`config.mk`:
```
export PLATFORM = sky130hd
export DESIGN_NAME = mem_arbiter
export DESIGN_NICKNAME = d
export VERILOG_FILES = /design/src/rtl/mem_arbiter.sv
export SDC_FILE = /design/constraint.sdc
export NUM_CORES = 1
export LEC_CHECK = 0
export CELL_PAD_IN_SITES_DETAIL_PLACEMENT = 0
export CELL_PAD_IN_SITES_GLOBAL_PLACEMENT = 1
export CORE_ASPECT_RATIO = 0.7
export CORE_MARGIN = 8
export CORE_UTILIZATION = 43
export CTS_CLUSTER_SIZE = 25
export DETAILED_ROUTE_END_ITERATION = 7
export DONT_BUFFER_PORTS = 1
export PLACE_DENSITY = 0.88
export SLEW_MARGIN = 0
export SYNTH_ARGS = -nofsm -noshare
export SYNTH_HDL_FRONTEND = slang
export SYNTH_SLANG_ARGS = --single-unit
```
`constraint.sdc`:
```
create_clock -name clk -period 1.9 [get_ports clk]
set_input_delay 0.475 -clock clk [delete_from_list [all_inputs] [get_ports clk]]
set_output_delay 0.475 -clock clk [all_outputs]
set_load 0.01 [all_outputs]
```
`src/rtl/mem_arbiter.sv`:
```
// mem_arbiter: two-requester memory arbiter with IDLE/BUSY/GAP FSM and registered bus request
//   params : ROUND_ROBIN  1 = alternate on contention, 0 = requester 1 always wins
//   clock  : clk, async active-low reset rst_n
//   req0/1 : rN_read, rN_write, rN_addr, rN_io, rN_wdata in; rN_rdata, rN_done out
//   bus    : memory_read/write/addr/io/wdata out (registered); memory_rdata, memory_done in
//   status : grant (owner of current/last transaction), busy (state is BUSY)
module mem_arbiter #(
  parameter int ROUND_ROBIN = 1
) (
  input  logic        clk,
  input  logic        rst_n,
  input  logic        r0_read,
  input  logic        r0_write,
  input  logic [15:0] r0_addr,
  input  logic        r0_io,
  input  logic [7:0]  r0_wdata,
  output logic [7:0]  r0_rdata,
  output logic        r0_done,
  input  logic        r1_read,
  input  logic        r1_write,
  input  logic [15:0] r1_addr,
  input  logic        r1_io,
  input  logic [7:0]  r1_wdata,
  output logic [7:0]  r1_rdata,
  output logic        r1_done,
  output logic        memory_read,
  output logic        memory_write,
  output logic [15:0] memory_addr,
  output logic        memory_io,
  output logic [7:0]  memory_wdata,
  input  logic [7:0]  memory_rdata,
  input  logic        memory_done,
  output logic        grant,
  output logic        busy
);
  typedef enum logic [1:0] {IDLE, BUSY, GAP} state_t;
  state_t state, state_nx;
  logic pend0, pend1, win, take;
  assign pend0 = r0_read | r0_write;
  assign pend1 = r1_read | r1_write;
  // on contention, round robin hands the bus to whoever did not own it last
  assign win = (pend0 & pend1) ? ((ROUND_ROBIN != 0) ? ~grant : 1'b1) : pend1;
  assign take = (state == IDLE) & (pend0 | pend1);
  assign busy = state == BUSY;
  assign r0_done = memory_done & busy & ~grant;
  assign r1_done = memory_done & busy & grant;
  assign r0_rdata = memory_rdata;
  assign r1_rdata = memory_rdata;
  always_comb begin
    state_nx = state;
    case (state)
      IDLE:    state_nx = take ? BUSY : IDLE;
      BUSY:    state_nx = memory_done ? GAP : BUSY;
      default: state_nx = IDLE;
    endcase
  end
  always_ff @(posedge clk or negedge rst_n) begin
    if (!rst_n) begin
      state        <= IDLE;
      grant        <= 1'b0;
      memory_read  <= 1'b0;
      memory_write <= 1'b0;
      memory_addr  <= '0;
      memory_io    <= 1'b0;
      memory_wdata <= '0;
    end else begin
      state <= state_nx;
      if (take) begin
        grant        <= win;
        memory_addr  <= win ? r1_addr : r0_addr;
        memory_io    <= win ? r1_io : r0_io;
        memory_wdata <= win ? r1_wdata : r0_wdata;
        // read+write together is treated as a write
        memory_write <= win ? r1_write : r0_write;
        memory_read  <= win ? (r1_read & ~r1_write) : (r0_read & ~r0_write);
      end else if (busy && memory_done) begin
        memory_read  <= 1'b0;
        memory_write <= 1'b0;
      end
    end
  end
endmodule

```
* After elaboration in Yosys (flattened, before gate mapping)
Index checks and enable logic that the tools add are counted.
** Storage, ports and cells
- Output and inout bits :: 47
- Register bits after elaboration :: 30
- Bits of input ports :: 65
- Word-level logic and storage cells :: 36
** Cells by class
- Muxes and demuxes :: 12
- Reductions and logical operators :: 3
- Bitwise operators :: 13
- Equal/unequal tests :: 1
** Operators with widths (count)
- $mux W16 :: 1
- $mux W1 :: 8
- $mux W8 :: 1
- $and A1 B1 Y1 :: 7
- $pmux W2 S2 :: 1
- $not A1 Y1 :: 3
- $or A1 B1 Y1 :: 3
- $eq A2 B1 Y1 const B :: 1
- $logic_not A2 Y1 :: 1
- $mux W2 :: 1
- $reduce_bool A2 Y1 :: 1
- $logic_and A1 B1 Y1 :: 1

* Logic depth before layout (Yosys ltp)
Gate-level depths: netlist of run 1.
- Depth in word-level cells :: 5
- Gate-level depth with buffers :: 6
- Mapped depth without buffers :: 3

* Least setup slack after synthesis of run 1
OpenSTA, ideal clock, no wires.
- Path type :: input-to-reg
- Start :: input port r0_write
- End :: register memory_addr[10]
- Setup time :: 0.082 ns
- Path buffers :: 3
- Setup slack :: 0.167 ns
- Required time :: 1.818 ns
- Arrival time :: 1.651 ns
- Cell stages on the path :: 6
- Cells stage by stage :: or4_1 -> buf_2 -> and2_4 -> buf_6 -> buf_6 -> a31oi_1
** On the way
- Word-level cells in the longest chain between the ends :: 4
- Elaborated cells on any way between the ends :: 6
** RTL lines
- from (decl) :: RTL line 13 : input logic r0_write,
- $or A1 B1 Y1 (*) :: RTL line 39 : assign pend0 = r0_read | r0_write;
- $and A1 B1 Y1 :: RTL line 42 : assign win = (pend0 & pend1) ? ((ROUND_ROBIN != 0) ? ~grant : 1'b1) : pend1;
- $mux W1 :: RTL line 42
- $mux W16 :: RTL line 70 : memory_addr <= win ? r1_addr : r0_addr;
- to (signal assigned) :: RTL line 70
- to (decl) :: RTL line 28 : output logic [15:0] memory_addr,
Mark *: on every way between the ends. The rest lies on a longest branch, timed or not.
A chain may end at the register's enable or synchronous reset.

* Final worst setup path of run 1
- Start :: register state[1]
- End :: output port r1_done
** On the way
- Word-level cells in the longest chain between the ends :: 3
** RTL lines
- from (decl) :: RTL line 37 : state_t state, state_nx;
- from (signal assigned) :: RTL line 67 : state <= state_nx;
- $eq A2 B1 Y1 :: RTL line 44 : assign busy = state == BUSY;
- named net busy :: RTL line 34 : output logic busy
- $and A1 B1 Y1 (2 in a row) :: RTL line 46 : assign r1_done = memory_done & busy & grant;
- to (decl) :: RTL line 25 : output logic r1_done,
The timed path passes the listed nets, and every way through them passes these cells.

==> results of run 1 <==
area by class of cell:
cell class,count,area [um^2]
flip-flops and latches,30,751
inverters,3,11.3
fillers,372,2100
multi-input cells,122,753
clock buffers,8,110
well taps,52,65.1
repair buffers,10,87.6
metrics by stage:
step / instances / cell area [um^2] / hold slack [ns] / util, %
after floorplan: 189 / 1720 / 0.179 / -
after global placement: 216 / 1650 / 0.180 / 42.5
after detailed placement: 216 / 1650 / 0.181 / 42.5
after CTS: 225 / 1780 / 0.0190 / 45.9
after global routing: 225 / 1780 / 0.0193 / 45.9
final: 225 / 1780 / 0.0240 / 45.9
final timing paths:
path | start | end | slack [ns]
max | state[1] | r1_done | 0.24
min | rst_n | memory_wdata[1] | 0.02
max reg2reg | grant | memory_wdata[2] | 0.50
min reg2reg | memory_addr[13] | memory_addr[13] | 0.62
max in group asynchronous | rst_n | grant | 1.71
min in group clk | memory_done | state[0] | 0.33
logic make-up after synthesis:
family / count (synthesis)
flip-flops: 30
AND/OR/NAND/NOR: 37
multiplexers: 1
buffers and inverters: 37
AO/OA/AOI/OAI: 84
power by group:
group / switching (W) / total, W / internal, W / leakage [nW]
Sequential: 0.000424 / 0.00139 / 0.000966 / 0.342
Clock: 0.000225 / 0.000590 / 0.000365 / 0.0575
Combinational: 0.000647 / 0.00108 / 0.000434 / 0.279
Yosys cell counts (2+ instances only):
library cell,n,area (um^2)
o21ai_0,26,130
inv_1,3,11.3
dfrtp_1,30,751
a31oi_1,25,156
nand3b_1,26,195
buf_6,3,33.8
nand2_1,2,7.51
clkbuf_1,14,52.6
buf_4,16,120
a21oi_1,25,125
nor2_1,3,11.3
cells in the final DEF, fill, tap and decap left out, types with 2 or more instances in the layout:
cell type	count
dfrtp_1	30
nand3b_1	26
o21ai_0	26
a21oi_1	25
a31oi_1	25
buf_4	9
clkbuf_8	8
inv_1	3
nor2_2	2
nand2_1	2
flip-flops by register name, summed over array words and instances, names as in the netlist:
| register | count |
|---|---|
| grant | 1 |
| memory_addr | 16 |
| memory_write | 1 |
| memory_io | 1 |
| memory_wdata | 8 |
| memory_read | 1 |
| state | 2 |
per-layer routing:
| layer | wire (um) | GRT usage, % | share of wire (%) |
|---|---|---|---|
| met3 | 506 | 6.92 | 11 |
| met1 | 1990 | 16.9 | 41 |
| met5 | 0 | 0 | 0 |
| met2 | 2310 | 24.9 | 48 |
| met4 | 15 | 3.65 | 0.31 |
repair_timing:
action,4_1_cts,5_1_grt
endpoints found under the setup margin,0,0
endpoints found under the hold margin,30,0
hold buffers,1,0
==> run summary, run 1 <==
Simple-Gate Fraction of Synth Area: 14.9%
post-synthesis xor/xnor area fraction: 0%
Syn Nets: 254
Pwr Total: 0.00306 W
fin worst setup slack: 0.236 ns
initial antenna violation count: 0
layout cells sized above 1: 13.9%
DRC viols: 0
Clk pin slew, worst setup/hold paths: 0.06 ns
Synth Area in Adders: 0%
EDFF count, synth: 0
register area share after synthesis: 43.7%
RSZ-0062 raised after global routing: false
max-slew violation count: 0
compound-cell area share of the yosys netlist: 27.8%
Critical Path Sink Type: output port
Post-Route WL: 4.81 mm
total die area: 6310 um^2
TritonCTS clock tree: done
first-pass GRT wire length: 7.32 mm
crit-path max FO: 4
IO buf count: 0
critical-path cell list: nand2b_1, inv_1, and3_1
vias in the first global route: 1,364
synthesized cell area: 1720 um^2
Synth cell types: 27
largest net degree at the start of global routing: 31
Worst R2R Path Depth: 4
GRT Residual Overflow: 0
Max-slew headroom: 74.6%
die width: 91.5 um
Setup crit start kind: flop
Die Ht: 68.9 um
final hold vios: 0
final worst path period share: 87.6%
drt first-iter violations: 44
# IOs: 112
power density over cell area: 1720 nW/um^2
CP max-delay cell: dfrtp_1
Worst-Skew Late Latency: 0.27 ns
initial core utilization: 44.3%
setup slack at placement: 0.223 ns
CP Depth: 3
CP delay by family, top: flip-flops
Tmin final: 1.66 ns
via-per-instance ratio: 6.17
total CTS buffers: 5
crit path DAT: 1.19 ns
post-DP HPWL: 3.62 mm
leakage power: 0.679 nW
Worst Path Buf+Inv: 1
Vias: 1,388
total setup buffers inserted after CTS: 0
global placement routability congestion: 0.664
Synth-to-Final Area Change: 3.50%
post-synthesis mux area share: 0.655%
gr usage total: 14.8%
First-pass DRT Iterations: 4
Mean Syn Cell Area: 9.09 um^2
Yosys reg bits: 30
Synth Flop Type: dfrtp_1
critical path class: reg2out
setup TNS: 0 ns
FFs w/ async S/R, synth: 100%
Yosys Warn Count: 0
clock skew: 0.00548 ns
Hold WC Path Type: in2async
Clock Tree Root: clkbuf_8
n_diodes: 0
worst-margin pin slew: 0.381 ns
H-tree levels: 2
Sink Count: 30
Synth Instances: 189
Layout Nets: 237
max-cap violations: 0
peak supply drop: 0.000639 V
fmax: 0.601 GHz
CP required: 1.42 ns
status: complete, no violations
main combinational cell family by area after synthesis: compound AO/OA/AOI/OAI gates
Bufs on Longest Clock Path: 2
antenna viol nets, final: 0
WL per Instance: 21.4 um
setup violators final: 0
Site Rows: 19
post-cts sizing count: 0
core box area: 3870 um^2
slowest stage delay, CP: 0.41 ns
Note: power is estimated with default switching activity, not from simulation.
==> run 2, diff against run 1 <==
GPL_ROUTABILITY_DRIVEN = 0   (was not set)
==> results of run 2 <==
Final layout, timing and power as in run 1 (identical DEF).
